`config.mk`:
```
export PLATFORM = sky130hd
export DESIGN_NAME = dac_frame_tx_flat
export DESIGN_NICKNAME = d
export VERILOG_FILES = /design/src/rtl/dac_frame_tx_pkg.sv /design/src/rtl/dac_frame_tx_if.sv /design/src/rtl/dac_frame_tx_spi_bit_timer.sv /design/src/rtl/dac_frame_tx.sv /design/src/flat_wrapper.sv
export SDC_FILE = /design/constraint.sdc
export NUM_CORES = 1
export LEC_CHECK = 0
export ABC_AREA = 1
export ABC_CLOCK_PERIOD_IN_PS = 2500
export CAP_MARGIN = 20
export CORE_ASPECT_RATIO = 2
export CORE_UTILIZATION = 50
export DETAILED_ROUTE_END_ITERATION = 16
export HOLD_SLACK_MARGIN = 0.08
export PLACE_DENSITY = 0.74
export SLEW_MARGIN = 20
export SYNTH_ARGS = -nofsm -noshare
export SYNTH_HDL_FRONTEND = slang
export SYNTH_SLANG_ARGS = --single-unit
export TNS_END_PERCENT = 10
```
`constraint.sdc`:
```
create_clock -name clk -period 2.5 [get_ports clk]
set_input_delay 0.5 -clock clk [delete_from_list [all_inputs] [get_ports clk]]
set_output_delay 0.5 -clock clk [all_outputs]
set_load 0.005 [all_outputs]
```
`src/rtl/dac_frame_tx_pkg.sv`:
```
`default_nettype none
// ============================================================================
// Module  : dac_frame_tx_pkg
// Brief   : Shared frame geometry and FSM state encoding for the DAC SPI TX.
// Revision: 1.0 - initial release
// ============================================================================
package dac_frame_tx_pkg;

  localparam int DDS_DATA_W  = 12;
  localparam int DDS_FRAME_W = 16;
  localparam int PD_LSB      = 12;
  localparam int PD_W        = 2;

  typedef enum logic [1:0] {
    ST_IDLE  = 2'd0,
    ST_SHIFT = 2'd1,
    ST_GAP   = 2'd2
  } state_t;

endpackage
`default_nettype wire

```
`src/rtl/dac_frame_tx_if.sv`:
```
`default_nettype none
// ============================================================================
// Module  : dac_frame_tx_if
// Brief   : Sample bus from the output mux: sample word, power-down bits, strobe.
// Revision: 1.0 - initial release
// ============================================================================
interface dac_frame_tx_if #(
  parameter int DATA_W = 12
);
  logic [DATA_W-1:0] sample_in;
  logic              sample_stb;
  logic [1:0]        pd_in;

  modport master (output sample_in, output sample_stb, output pd_in);
  modport slave  (input  sample_in, input  sample_stb, input  pd_in);
endinterface
`default_nettype wire

```
`src/rtl/dac_frame_tx_spi_bit_timer.sv`:
```
`default_nettype none
// ============================================================================
// Module  : dac_frame_tx_spi_bit_timer
// Brief   : Divides clk into sclk half-periods; ticks on the last clk of each.
// Revision: 1.0 - initial release
// ============================================================================
module dac_frame_tx_spi_bit_timer #(
  parameter int CLK_DIV = 2
) (
  input  wire logic clk,
  input  wire logic rst,
  input  wire logic run,
  output logic      rise_tick,
  output logic      fall_tick
);

  localparam int c_div_w = $clog2(2 * CLK_DIV);
  localparam logic [c_div_w-1:0] c_rise = c_div_w'(CLK_DIV - 1);
  localparam logic [c_div_w-1:0] c_last = c_div_w'(2 * CLK_DIV - 1);

  logic [c_div_w-1:0] div_cnt_q, div_cnt_d;

  // Held at zero outside SHIFT so every frame starts on a fresh low phase.
  always_comb begin
    div_cnt_d = '0;
    if (run) begin
      div_cnt_d = (div_cnt_q == c_last) ? '0 : div_cnt_q + 1'b1;
    end
  end

  always_ff @(posedge clk or posedge rst) begin
    if (rst) begin
      div_cnt_q <= '0;
    end else begin
      div_cnt_q <= div_cnt_d;
    end
  end

  assign rise_tick = run && (div_cnt_q == c_rise);
  assign fall_tick = run && (div_cnt_q == c_last);

endmodule
`default_nettype wire

```
`src/rtl/dac_frame_tx.sv`:
```
`default_nettype none
// ============================================================================
// Module  : dac_frame_tx
// Brief   : Newest-wins sample holding register feeding a 16-bit SPI DAC writer.
// Revision: 1.0 - initial release
// ============================================================================
module dac_frame_tx
  import dac_frame_tx_pkg::*;
#(
  parameter int DATA_W  = DDS_DATA_W,
  parameter int FRAME_W = DDS_FRAME_W,
  parameter int CLK_DIV = 2,
  parameter int CS_GAP  = 2,
  parameter int OVR_W   = 8
) (
  input  wire logic        clk,
  input  wire logic        rst,
  input  wire logic        en,
  input  wire logic        clr_ovr,
  dac_frame_tx_if.slave    smp,
  output logic             sclk,
  output logic             mosi,
  output logic             csb,
  output logic             busy,
  output logic             hold_full,
  output logic [OVR_W-1:0] ovr_cnt
);

  localparam int c_bit_w = $clog2(FRAME_W);
  localparam int c_gap_w = (CS_GAP > 1) ? $clog2(CS_GAP) : 1;
  localparam logic [c_bit_w-1:0] c_last_bit = c_bit_w'(FRAME_W - 1);
  localparam logic [c_gap_w-1:0] c_last_gap = c_gap_w'(CS_GAP - 1);
  localparam logic [OVR_W-1:0]   c_ovr_max  = {OVR_W{1'b1}};

  state_t               state_q, state_d;
  logic [FRAME_W-1:0]   hold_q, hold_d;
  logic                 hold_full_q, hold_full_d;
  logic [OVR_W-1:0]     ovr_q, ovr_d;
  logic [FRAME_W-2:0]   shreg_q, shreg_d;
  logic [c_bit_w-1:0]   bit_cnt_q, bit_cnt_d;
  logic [c_gap_w-1:0]   gap_cnt_q, gap_cnt_d;
  logic                 sclk_q, sclk_d;
  logic                 mosi_q, mosi_d;
  logic                 csb_q, csb_d;

  logic [FRAME_W-1:0]   w_frame_in;
  logic                 w_drain;
  logic                 w_rise_tick;
  logic                 w_fall_tick;

  dac_frame_tx_spi_bit_timer #(
    .CLK_DIV (CLK_DIV)
  ) u_bit_timer (
    .clk       (clk),
    .rst       (rst),
    .run       (state_q == ST_SHIFT),
    .rise_tick (w_rise_tick),
    .fall_tick (w_fall_tick)
  );

  assign w_drain = (state_q == ST_IDLE) && en && hold_full_q;

  always_comb begin
    w_frame_in                   = '0;
    w_frame_in[DATA_W-1:0]       = smp.sample_in;
    w_frame_in[PD_LSB +: PD_W]   = smp.pd_in;
  end

  // A strobe on the drain cycle refills the register without counting an overrun.
  always_comb begin
    hold_d      = hold_q;
    hold_full_d = hold_full_q;
    ovr_d       = ovr_q;
    if (w_drain) begin
      hold_full_d = 1'b0;
    end
    if (smp.sample_stb) begin
      hold_d      = w_frame_in;
      hold_full_d = 1'b1;
      if (hold_full_q && !w_drain && (ovr_q != c_ovr_max)) begin
        ovr_d = ovr_q + 1'b1;
      end
    end
    if (clr_ovr) begin
      ovr_d = '0;
    end
  end

  always_comb begin
    state_d   = state_q;
    shreg_d   = shreg_q;
    bit_cnt_d = bit_cnt_q;
    gap_cnt_d = gap_cnt_q;
    sclk_d    = sclk_q;
    mosi_d    = mosi_q;
    csb_d     = csb_q;
    case (state_q)
      ST_IDLE: begin
        if (w_drain) begin
          state_d   = ST_SHIFT;
          shreg_d   = hold_q[FRAME_W-2:0];
          mosi_d    = hold_q[FRAME_W-1];
          csb_d     = 1'b0;
          sclk_d    = 1'b0;
          bit_cnt_d = '0;
        end
      end
      ST_SHIFT: begin
        if (w_rise_tick) begin
          sclk_d = 1'b1;
        end
        if (w_fall_tick) begin
          sclk_d = 1'b0;
          if (bit_cnt_q == c_last_bit) begin
            state_d   = ST_GAP;
            csb_d     = 1'b1;
            mosi_d    = 1'b0;
            gap_cnt_d = '0;
          end else begin
            mosi_d    = shreg_q[FRAME_W-2];
            shreg_d   = {shreg_q[FRAME_W-3:0], 1'b0};
            bit_cnt_d = bit_cnt_q + 1'b1;
          end
        end
      end
      ST_GAP: begin
        if (gap_cnt_q == c_last_gap) begin
          state_d = ST_IDLE;
        end else begin
          gap_cnt_d = gap_cnt_q + 1'b1;
        end
      end
      default: begin
        state_d = ST_IDLE;
      end
    endcase
  end

  always_ff @(posedge clk or posedge rst) begin
    if (rst) begin
      state_q     <= ST_IDLE;
      hold_q      <= '0;
      hold_full_q <= 1'b0;
      ovr_q       <= '0;
      shreg_q     <= '0;
      bit_cnt_q   <= '0;
      gap_cnt_q   <= '0;
      sclk_q      <= 1'b0;
      mosi_q      <= 1'b0;
      csb_q       <= 1'b1;
    end else begin
      state_q     <= state_d;
      hold_q      <= hold_d;
      hold_full_q <= hold_full_d;
      ovr_q       <= ovr_d;
      shreg_q     <= shreg_d;
      bit_cnt_q   <= bit_cnt_d;
      gap_cnt_q   <= gap_cnt_d;
      sclk_q      <= sclk_d;
      mosi_q      <= mosi_d;
      csb_q       <= csb_d;
    end
  end

  assign sclk      = sclk_q;
  assign mosi      = mosi_q;
  assign csb       = csb_q;
  assign busy      = (state_q != ST_IDLE);
  assign hold_full = hold_full_q;
  assign ovr_cnt   = ovr_q;

endmodule
`default_nettype wire

```
`src/flat_wrapper.sv`:
```
// flat-port wrapper written by rule: the top's interface ports become plain ports
module dac_frame_tx_flat import dac_frame_tx_pkg::*;
#(
  parameter int DATA_W  = DDS_DATA_W,
  parameter int FRAME_W = DDS_FRAME_W,
  parameter int CLK_DIV = 2,
  parameter int CS_GAP  = 2,
  parameter int OVR_W   = 8
)
  (clk, rst, en, clr_ovr, sclk, mosi, csb, busy, hold_full, ovr_cnt, smp_sample_in, smp_sample_stb, smp_pd_in);
  dac_frame_tx_if #(.DATA_W(DATA_W)) smp_i ();
  input  wire logic clk;
  input  wire logic rst;
  input  wire logic en;
  input  wire logic clr_ovr;
  output logic sclk;
  output logic mosi;
  output logic csb;
  output logic busy;
  output logic hold_full;
  output logic [OVR_W-1:0] ovr_cnt;
  input wire logic [$bits(smp_i.sample_in)-1:0] smp_sample_in;
  input wire logic [$bits(smp_i.sample_stb)-1:0] smp_sample_stb;
  input wire logic [$bits(smp_i.pd_in)-1:0] smp_pd_in;
  assign smp_i.sample_in = smp_sample_in;
  assign smp_i.sample_stb = smp_sample_stb;
  assign smp_i.pd_in = smp_pd_in;
  dac_frame_tx #(.DATA_W(DATA_W), .FRAME_W(FRAME_W), .CLK_DIV(CLK_DIV), .CS_GAP(CS_GAP), .OVR_W(OVR_W)) u_core (.clk(clk), .rst(rst), .en(en), .clr_ovr(clr_ovr), .smp(smp_i), .sclk(sclk), .mosi(mosi), .csb(csb), .busy(busy), .hold_full(hold_full), .ovr_cnt(ovr_cnt));
endmodule
```
==> impl_metrics.yaml <==
grt:
  use_met2_pct: 36.6
  antenna_found_initial: 0
  grt_max_degree: 51
  grt_usage_pct: 20.2
  grt_pass1_vias: 1874
  busiest_layer: "met2"
  grt_pass1_wl_um: 7860
  grt-ovfl-total: 0
  grtUsageMet3_pct: 3.52
  gr-usage-met1_pct: 22.9
final_layout:
  antennaDiodeCount: 0
  drive_above_1_share_pct: 6.45
  area_growth_pct: 20.6
  layout_commonest_cell: "nand2_1"
  final_cell_mix: "154 x nand2_1, 49 x dfrtp_1, 31 x clkdlybuf4s50_1, 21 x inv_1, 21 x nand3_1"
  final_nets: 363
logic_synthesis:
  async_reset_ff_share_pct: 100
  ys_seq_elements: 50
  synth_top_area_share_pct: 52.0
  synth-xor-area-share_pct: 0.372
  synthSimpleGateAreaFrac_pct: 34.7
  yosys-top-cells-area: "dfrtp_1 52%, nand2_1 25%, nand3_1 4.5%"
  synth.avg_cell_area_um2: 7.65
  synth_top_family_by_area: "simple AND/OR/NAND/NOR gates"
  ys.flop_type: "dfrtp_1"
  synth-adder-area-share_pct: 2.12
  synth_cell_types: 24
  yosysWarningCount: 0
  muxShareOfSynthArea_pct: 0
  ys_seq_area_share_pct: 53.1
  netlist_area_um2: 2360
  synth-edff-count: 0
  syn-num-nets: 331
  yosys.area.top_type: "dfrtp_1"
  synth_compound_area_share_pct: 3.93
  synth_cells: 308
placed_design:
  post-place-ws_ps: 530
  dp_hpwl_um: 3200
  place.gp.congestion: 0.757
  port_buffers: 31
timing:
  setup_viol: 0
  setup_ws_ps: 580
  period_needed_ps: 1920
  tns_ps: 0
  fin_crit_sh_pct: 76.8
  fmax_mhz: 521
  rsz0062_at_grt: "no"
  worstMarginPinSlew_ps: 421
  hold_viol_final: 0
  maxSlewHeadroom_pct: 71.9
  fin_skew_ps: 4.95
  finalMaxSlewViolations: 0
critical_path:
  worstPathRequired_ps: 2000
  path_max_fanout: 4
  cp-end-kind: "output pin"
  crit_slowest_cell: "clkdlybuf4s50_1"
  arrival_ps: 1420
  cp_cell_sequence: "nor2_2 > inv_1 > clkdlybuf4s50_1"
  max_stage_delay_ps: 440
  worst_setup_path_start_kind: "register"
  critical_path_class: "reg2out"
floorplan:
  start_util_pct: 51.8
  rows: 35
  die_width_um: 50.6
  die_area_um2: 5010
  die_height_um: 99.1
  io_pins: 32
  core_um2: 4550
clocking:
  holdBufCountCts: 0
  post_cts_buffers: 0
  cts_root_buffer: "clkbuf_8"
  ctsResizeCount: 0
  cts_buffers: 5
  clock_path_buffers: 2
  cts_tree: "done"
  path_clk_slew_ps: 90
  clock_latency_ps: 300
  htreeDepth: 2
  numClockSinks: 50
pwr:
  irDropWorstVdd_mv: 0.421
  p_seq_share_pct: 56.0
  p_int_uw: 1180
  power.switching_uw: 332
  power.density_nw_per_um2: 530
  swShare_pct: 22.0
  pwr-share-clk_pct: 37.5
  pwr-share-comb_pct: 6.6
  leakage_uw: 0.00149
detailed_routing:
  firstDrtPassIters: 5
  routed_via_density: 4.99
  drt_iter0_drc: 45
  wl_per_cell_um: 11.1
  wl_um: 4400
  num_vias: 1976
  drc: 0
  detail-route-antenna-nets: 0
flow_run:
  cap_violations: 0
hold_path:
  hold_path_class: "reg2reg"
status:
  status: "finished clean"
-- stage by stage --
step	hold WS [ps]	util, %	instances	power (µW)	instance area (µm²)
after floorplan	434	-	308	906	2360
after global placement	448	59.9	388	958	2730
after detailed placement	457	59.9	388	961	2730
after CTS	471	62.4	396	1520	2840
after global routing	487	62.4	396	1560	2840
final	468	62.4	396	1510	2840
-- layer usage --
| metal | wire [µm] | share of wire, % | vias to the layer above |
|---|---|---|---|
| li1 | - | - | 1008 |
| met1 | 1860 | 42 | 929 |
| met2 | 2340 | 53 | 32 |
| met3 | 117 | 2.7 | 7 |
| met4 | 78 | 1.8 | 0 |
| met5 | 0 | 0 | - |
-- logic make-up after synthesis --
family                     count (synthesis)
AOI/OAI and AO/OA                         18
DFF                                       50
xor gates and xnor gates                   1
adders and majority gates                  4
buffers and inverters                     33
and+or+nand+nor                          202
-- critical path, delay by kind of cell, from the launching register on --
| family | cells | cell delay (ps) |
|---|---|---|
| buf+inv | 2 | 500 |
| simple gates | 1 | 200 |
| flops | 1 | 430 |
-- state kept, by name, summed over array words and instances (netlist names) --
| register | cells |
|---|---|
| u_core.bit_cnt_q | 4 |
| u_core.csb | 1 |
| u_core.gap_cnt_q | 1 |
| u_core.hold_full | 1 |
| u_core.hold_q | 14 |
| u_core.mosi | 1 |
| u_core.ovr_cnt | 8 |
| u_core.sclk | 1 |
| u_core.shreg_q | 15 |
| u_core.state_q | 2 |
| u_core.u_bit_timer.div_cnt_q | 2 |
-- synth_stat cells (2+ instances only) --
library cell / n
nor2_2: 2
o21ai_1: 2
clkbuf_1: 6
nand3_1: 21
buf_2: 3
dfrtp_1: 49
a21oi_1: 3
nor2_1: 17
or2_2: 2
nand2_1: 154
ha_1: 4
inv_1: 22
o21ai_0: 12
-- layout make-up --
type	count	area, µm²
Fill cell	419	1710
Sequential cell	50	1250
Multi-Input combinational cell	225	970
Timing Repair Buffer	35	353
Inverter	23	86.3
Clock buffer	5	68.8
Tap cell	55	68.8
Clock inverter	3	45.0
-- power by group through the flow --
stage	logic (µW)	registers, µW	clock network, µW
2_1_floorplan	49.0	857	0
3_3_place_gp	99.4	859	0
3_5_place_dp	102	860	0
4_1_cts	102	844	576
5_1_grt	114	847	599
6_report	99.2	844	565
-- path summary, 6_finish.rpt --
path | start | end | slack (ps) | cells past startpoint
max | u_core.state_q[1]$_DFFE_PP0P_ | busy | 580 | 3
min | u_core.csb$_DFFE_PP1P_ | u_core.csb$_DFFE_PP1P_ | 470 | 2
max reg2reg | u_core.ovr_cnt[0]$_DFFE_PP0P_ | u_core.ovr_cnt[3]$_DFFE_PP0P_ | 930 | 8
min reg2reg | u_core.csb$_DFFE_PP1P_ | u_core.csb$_DFFE_PP1P_ | 470 | 2
max in group asynchronous | rst | u_core.csb$_DFFE_PP1P_ | 1690 | 3
min in group asynchronous | rst | u_core.u_bit_timer.div_cnt_q[0]$_DFF_PP0_ | 540 | 3
Note: power is estimated with default switching activity, not from simulation.
